## config.mk

```make
export PLATFORM = sky130hd
export DESIGN_NAME = input_prescaler
export DESIGN_NICKNAME = d
export VERILOG_FILES = /design/src/rtl/input_prescaler_pkg.sv /design/src/rtl/input_prescaler_toggle_sync.sv /design/src/rtl/input_prescaler.sv
export SDC_FILE = /design/constraint.sdc
export NUM_CORES = 1
export LEC_CHECK = 0
export BUFFER_PORTS_ARGS = -buffer_cell sky130_fd_sc_hd__buf_2
export CORE_MARGIN = 3
export CORE_UTILIZATION = 45
export CTS_CLUSTER_DIAMETER = 40
export DETAILED_ROUTE_END_ITERATION = 10
export PLACE_DENSITY = 0.74
export SLEW_MARGIN = 5
export SYNTH_ARGS = -nofsm -noshare
export SYNTH_HDL_FRONTEND = slang
export SYNTH_SLANG_ARGS = --single-unit
export TNS_END_PERCENT = 5
```

## constraint.sdc

```tcl
create_clock -name iclk -period 2.55 [get_ports iclk]
set_input_delay 0.51 -clock iclk [delete_from_list [all_inputs] [get_ports iclk]]
set_output_delay 0.51 -clock iclk [all_outputs]
set_load 0.03 [all_outputs]
```

## src/rtl/input_prescaler_pkg.sv

```systemverilog
// rtl/input_prescaler_pkg.sv - shared types for the input prescaler
package input_prescaler_pkg;

  typedef enum logic {
    WAIT_CFG = 1'b0,
    RUN      = 1'b1
  } state_e;

endpackage

```

## src/rtl/input_prescaler_toggle_sync.sv

```systemverilog
// rtl/input_prescaler_toggle_sync.sv - flop chain that brings a toggle level into the local clock domain
module toggle_sync #(
  parameter int STAGES = 2
) (
  input  logic clk,
  input  logic reset,
  input  logic d,
  output logic q
);

  logic [STAGES-1:0] chain_q;
  logic [STAGES-1:0] chain_d;

  always_comb begin
    chain_d = {chain_q[STAGES-2:0], d};
  end

  always_ff @(posedge clk or posedge reset) begin
    if (reset) begin
      chain_q <= '0;
    end else begin
      chain_q <= chain_d;
    end
  end

  assign q = chain_q[STAGES-1];

endmodule

```

## src/rtl/input_prescaler.sv

```systemverilog
// rtl/input_prescaler.sv - divides the measured input by 2*(div+1) with a 50% duty cycle
import input_prescaler_pkg::*;

module input_prescaler #(
  parameter int DIV_WIDTH   = 16,
  parameter int SYNC_STAGES = 2
) (
  input  logic                 iclk,
  input  logic                 reset,
  input  logic [DIV_WIDTH-1:0] div,
  input  logic                 cfg_toggle,
  output logic                 cfg_ack,
  output logic                 oclk,
  output logic                 running
);

  state_e               state_q, state_d;
  logic [DIV_WIDTH-1:0] cnt_q, cnt_d;
  logic [DIV_WIDTH-1:0] div_active_q, div_active_d;
  logic                 oclk_q, oclk_d;
  logic                 cfg_ack_q, cfg_ack_d;
  logic                 sync_q;
  logic                 pending;

  toggle_sync #(
    .STAGES(SYNC_STAGES)
  ) u_toggle_sync (
    .clk  (iclk),
    .reset(reset),
    .d    (cfg_toggle),
    .q    (sync_q)
  );

  assign pending = (sync_q != cfg_ack_q);

  always_comb begin
    state_d      = state_q;
    cnt_d        = cnt_q;
    div_active_d = div_active_q;
    oclk_d       = oclk_q;
    cfg_ack_d    = cfg_ack_q;
    case (state_q)
      WAIT_CFG: begin
        cnt_d  = '0;
        oclk_d = 1'b0;
        if (pending) begin
          div_active_d = div;
          cfg_ack_d    = sync_q;
          state_d      = RUN;
        end
      end
      RUN: begin
        if (cnt_q == div_active_q) begin
          cnt_d  = '0;
          oclk_d = ~oclk_q;
          // Only a falling edge closes a full period, so a new ratio never cuts a pulse short.
          if (oclk_q && pending) begin
            div_active_d = div;
            cfg_ack_d    = sync_q;
          end
        end else begin
          cnt_d = cnt_q + DIV_WIDTH'(1);
        end
      end
    endcase
  end

  always_ff @(posedge iclk or posedge reset) begin
    if (reset) begin
      state_q      <= WAIT_CFG;
      cnt_q        <= '0;
      div_active_q <= '0;
      oclk_q       <= 1'b0;
      cfg_ack_q    <= 1'b0;
    end else begin
      state_q      <= state_d;
      cnt_q        <= cnt_d;
      div_active_q <= div_active_d;
      oclk_q       <= oclk_d;
      cfg_ack_q    <= cfg_ack_d;
    end
  end

  assign oclk    = oclk_q;
  assign cfg_ack = cfg_ack_q;
  assign running = (state_q == RUN);

endmodule

```

==> After elaboration in Yosys (flattened, before gate mapping) <==
Index checks and enable logic that the tools add are counted.
{ "classes": {"n_bitwise": 2, "n_mux": 14, "eq_ne": 5, "addsub": 1, "reduce_logical": 2} }
{ "op_table": {"columns": ["cell", "count"], "rows": [
  ["$mux W16", 4],
  ["$pmux W16 S2", 2],
  ["$add A16 B1 Y16 const B", 1],
  ["$eq A16 B16 Y1", 1],
  ["$mux W1", 6],
  ["$ne A2 B1 Y1 const B", 2],
  ["$pmux W1 S2", 2],
  ["$reduce_and A3 Y1", 1],
  ["$ne A2 B2 Y1 const B", 1],
  ["$not A1 Y1", 2],
  ["$logic_and A1 B1 Y1", 1],
  ["$ne A1 B1 Y1", 1]
]} }
{ "totals": {"regBits": 37, "output_inout_bits": 3, "inputBits": 19} }

==> Depth between registers and ports, before layout <==
{ "depth": {"word_depth": 5, "ltp_mapped": 6, "depth_no_buf": 6} }

==> Modules after synthesis <==
From an unflattened synthesis, not the netlist that was laid out.
{ "hier_totals": {"hier_cells": 143, "area_unflattened_um2": 1762.9} }
{ "modules_own_cells": {"columns": ["mod", "cells_per_inst", "seq_area_each_um2", "instances", "area_per_inst_um2"], "rows": [
  ["input_prescaler", 140, 875.8, 1, 1709.1],
  ["toggle_sync", 3, 50.0, 1, 53.8]
]} }

==> Least setup slack after synthesis <==
Ideal clock, no wire load.
{ "synth_timing": {"path_type": "register to register", "startpoint": "reg cnt_q[2]", "endpoint": "reg div_active_q[0]", "t_arrival_ns": 1.843, "stages_incl_launch_ff": 7, "setup_time_ns": 0.125, "required_ns": 2.425, "setup_slack_ns": 0.582, "period_less_slack_ns": 1.968, "path_cell_list": "dfrtp_1 -> xnor2_1 -> nand4_1 -> o41ai_4 -> nand2_4 -> buf_6 -> mux2_4"} }
{ "synth_via": {"elab_chain_cells": 3} }
{ "synth_lines": {"columns": ["item", "line_no", "text"], "rows": [
  ["start: declaration", "input_prescaler.sv:18", "logic [DIV_WIDTH-1:0] cnt_q, cnt_d;"],
  ["start signal: assignment", "input_prescaler.sv:77", "cnt_q <= cnt_d;"],
  ["$eq A16 B16 Y1", "input_prescaler.sv:53", "if (cnt_q == div_active_q) begin"],
  ["$ne A2 B1 Y1 (no line)", null, null],
  ["$reduce_and A3 Y1 (no line)", null, null],
  ["end signal: assignment", "input_prescaler.sv:78", "div_active_q <= div_active_d;"],
  ["end: declaration", "input_prescaler.sv:19", "logic [DIV_WIDTH-1:0] div_active_q, div_active_d;"]
]} }
No other way between the ends.
A chain may end at the register's enable or synchronous reset.

==> Final worst setup path <==
{ "layout_timing": {"startpoint": "reg cnt_q[7]", "endpoint": "reg cfg_ack_q (netlist: cfg_ack)"} }
{ "layout_via": {"elab_chain_cells": 3} }
{ "layout_lines": {"columns": ["item", "line_no", "text"], "rows": [
  ["$eq A16 B16 Y1", "input_prescaler.sv:53", null],
  ["$ne A2 B1 Y1 (no line)", null, null],
  ["$reduce_and A3 Y1 (no line)", null, null],
  ["end signal: assignment", "input_prescaler.sv:80", "cfg_ack_q <= cfg_ack_d;"],
  ["end: declaration", "input_prescaler.sv:21", "logic cfg_ack_q, cfg_ack_d;"]
]} }
No other way between the ends.

==> flow_summary.json <==
{
  "status": "complete, no violations",
  "clockBufferDepth": 2,
  "path_clk_slew_ps": 60,
  "ys_top_cells_by_area": "dfrtp_1, xnor2_1, mux2_4",
  "placed_cells": 210,
  "path_max_fanout": 6,
  "fin_crit_sh": 0.825,
  "startpoint_type": "flip-flop",
  "post_cts_resized": 0,
  "io_pins": 22,
  "leakagePower_nw": 0.929,
  "post_cts_buffers": 0,
  "synth_area_um2": 1750,
  "skew_ps": 4.94,
  "cap_violations": 0,
  "hold_class": "input pin to asynchronous set/reset pin",
  "synthFlopType": "dfrtp_1",
  "area_growth_syn_to_layout_pct": 14.4,
  "grt_max_degree": 38,
  "rsz0062_at_grt": "false",
  "finalMaxSlewViolations": 0,
  "syn_inst": 141,
  "power.density_nw_per_um2": 736,
  "layout-drive-gt1-share": 0.290,
  "die_area_um2": 4660,
  "ys_ff_latch": 37,
  "coreArea_um2": 3690,
  "grt_pass1_vias": 1175,
  "drtIter0Drc": 57,
  "clkSinkCount": 37,
  "cts_tree": "built",
  "die_h_um": 68.3,
  "cp.required_ps": 2720,
  "gr-usage-all-layers": 0.162,
  "vias": 1117,
  "rows": 22,
  "cts_root_buf": "clkbuf_8",
  "drtAntennaViolNets": 0,
  "finalSetupViolCount": 0,
  "period_needed_ps": 2100,
  "vdd_ir_drop_max_mv": 0.442,
  "gp_congestion": 0.935,
  "final_common_cell": "dfrtp_1",
  "async_flop_share": 1.00,
  "synth_top_area_share": 0.530,
  "n_antenna_cell": 0,
  "tightest_slew_ps": 453,
  "timing.fmax_mhz": 475,
  "port_buffers": 21,
  "cts_buffers": 5,
  "finalHoldViolCount": 0,
  "routed_wl_um": 3160,
  "worstSetupPathType": "flip-flop to flip-flop",
  "yosysWarnings": 0,
  "grt_pass1_wl_um": 5350,
  "final_cells": 217,
  "syn_nets": 161,
  "worst_setup_path_end_kind": "flip-flop",
  "relSlewSlack": 0.698,
  "htreeDepth": 2,
  "start_util": 0.473,
  "dr.pass1.iters": 4,
  "clk_latency_ps": 290,
  "setup_tns_ps": 0,
  "final_cell_mix": "dfrtp_1, xnor2_1, buf_2",
  "wl_per_cell_um": 14.6,
  "crit_arrival_ps": 2280,
  "cts_hold_buf": 0,
  "yosysUniqueCellTypes": 26,
  "synth_edf_count": 0,
  "ys_seq_area_frac": 0.530,
  "dp_hpwl_um": 2340,
  "overflow": 0,
  "fillers": 333,
  "avgSynthCellArea_um2": 12.4,
  "drc": 0,
  "nets": 189,
  "die_w_um": 68.3,
  "synth_largest_area_cell": "dfrtp_1",
  "viasPerCell": 5.15,
  "antenna_found_initial": 0
}
state kept, by name, indices dropped and copies added, names as in the netlist:
| register | cells |
|---|---|
| cnt_q | 16 |
| u_toggle_sync.chain_q | 2 |
| cfg_ack | 1 |
| div_active_q | 16 |
| oclk | 1 |
| running | 1 |
critical path: stages (launching register included):
cell and delay, ps:
dfrtp_1 450, xnor2_1 220, nand4_1 210, or4_1 580
o21ai_0 190, mux2_2 350
power breakdown:
group | internal [W] | total, W | switching (W) | leakage, nW
combinational | 0.000164 | 0.000295 | 0.000131 | 0.432
sequential | 0.000678 | 0.000778 | 0.000100 | 0.453
clock | 0.000214 | 0.000397 | 0.000183 | 0.0443
total | 0.00106 | 0.00147 | 0.000414 | 0.929
worst paths after layout:
| check | to | slack [ps] | from | depth (start not counted) |
|---|---|---|---|---|
| worst min-delay path | running | 320 | reset | 3 |
| worst max register to register | cfg_ack | 450 | cnt_q[7] | 5 |
| max in group asynchronous | div_active_q[8] | 1910 | reset | 3 |
| min in group iclk | u_toggle_sync.chain_q[0] | 330 | cfg_toggle | 1 |
| worst max-delay path | cfg_ack | 450 | cnt_q[7] | 5 |
| worst min register to register | u_toggle_sync.chain_q[1] | 350 | u_toggle_sync.chain_q[0] | 0 |
through the flow:
stage / setup slack (ps) / util / hold slack [ps] / instance area, um^2 / total power, W
global placement: 486 / 0.518 / 341 / 1910 / 0.00107
finish: 446 / 0.541 / 319 / 2000 / 0.00147
floorplan: 582 / - / 331 / 1750 / 0.00100
detailed placement: 478 / 0.518 / 343 / 1910 / 0.00109
global route: 346 / 0.541 / 313 / 2000 / 0.00156
CTS: 442 / 0.541 / 323 / 2000 / 0.00149
area by class of cell:
type / count / area [um^2] / share of cell area
Clock buffer: 7 / 86.3 / 0.0432
Inverter: 3 / 11.3 / 0.00564
Multi-Input combinational cell: 99 / 793 / 0.397
Sequential cell: 37 / 926 / 0.464
Tap cell: 48 / 60.1 / 0.0301
Timing Repair Buffer: 23 / 120 / 0.0602
cell usage after synthesis (3+ instances only):
library cell and instances:
inv_1 3, mux2_4 10, mux2_2 7, xor2_1 7, o21ai_0 3, nor2_1 16, nand4_1 6, xnor2_1 23
dfrtp_1 37, a21oi_1 3, nand3_1 4, nand2_1 4
metal layers:
layer  GRT usage  part of all wire  vias up
met5           0                 0        -
met4      0.0596             0.018        0
met2       0.255              0.47       26
met3      0.0640             0.047        6
li1            -                 -      534
met1       0.201              0.46      551
kinds of logic (layout without fill, tap and decap cells):
kind of cell | after synthesis | in the layout | share of synthesized area
buffers and inverters | 5 | 33 | 0.0151
DFF | 37 | 37 | 0.530
xor gates and xnor gates | 30 | 30 | 0.151
and+or+nand+nor | 44 | 44 | 0.133
adders and majority gates | 1 | 1 | 0.00717
muxes | 17 | 17 | 0.131
AOI/OAI and AO/OA | 7 | 7 | 0.0330
Power figures use the tool's default switching activity.
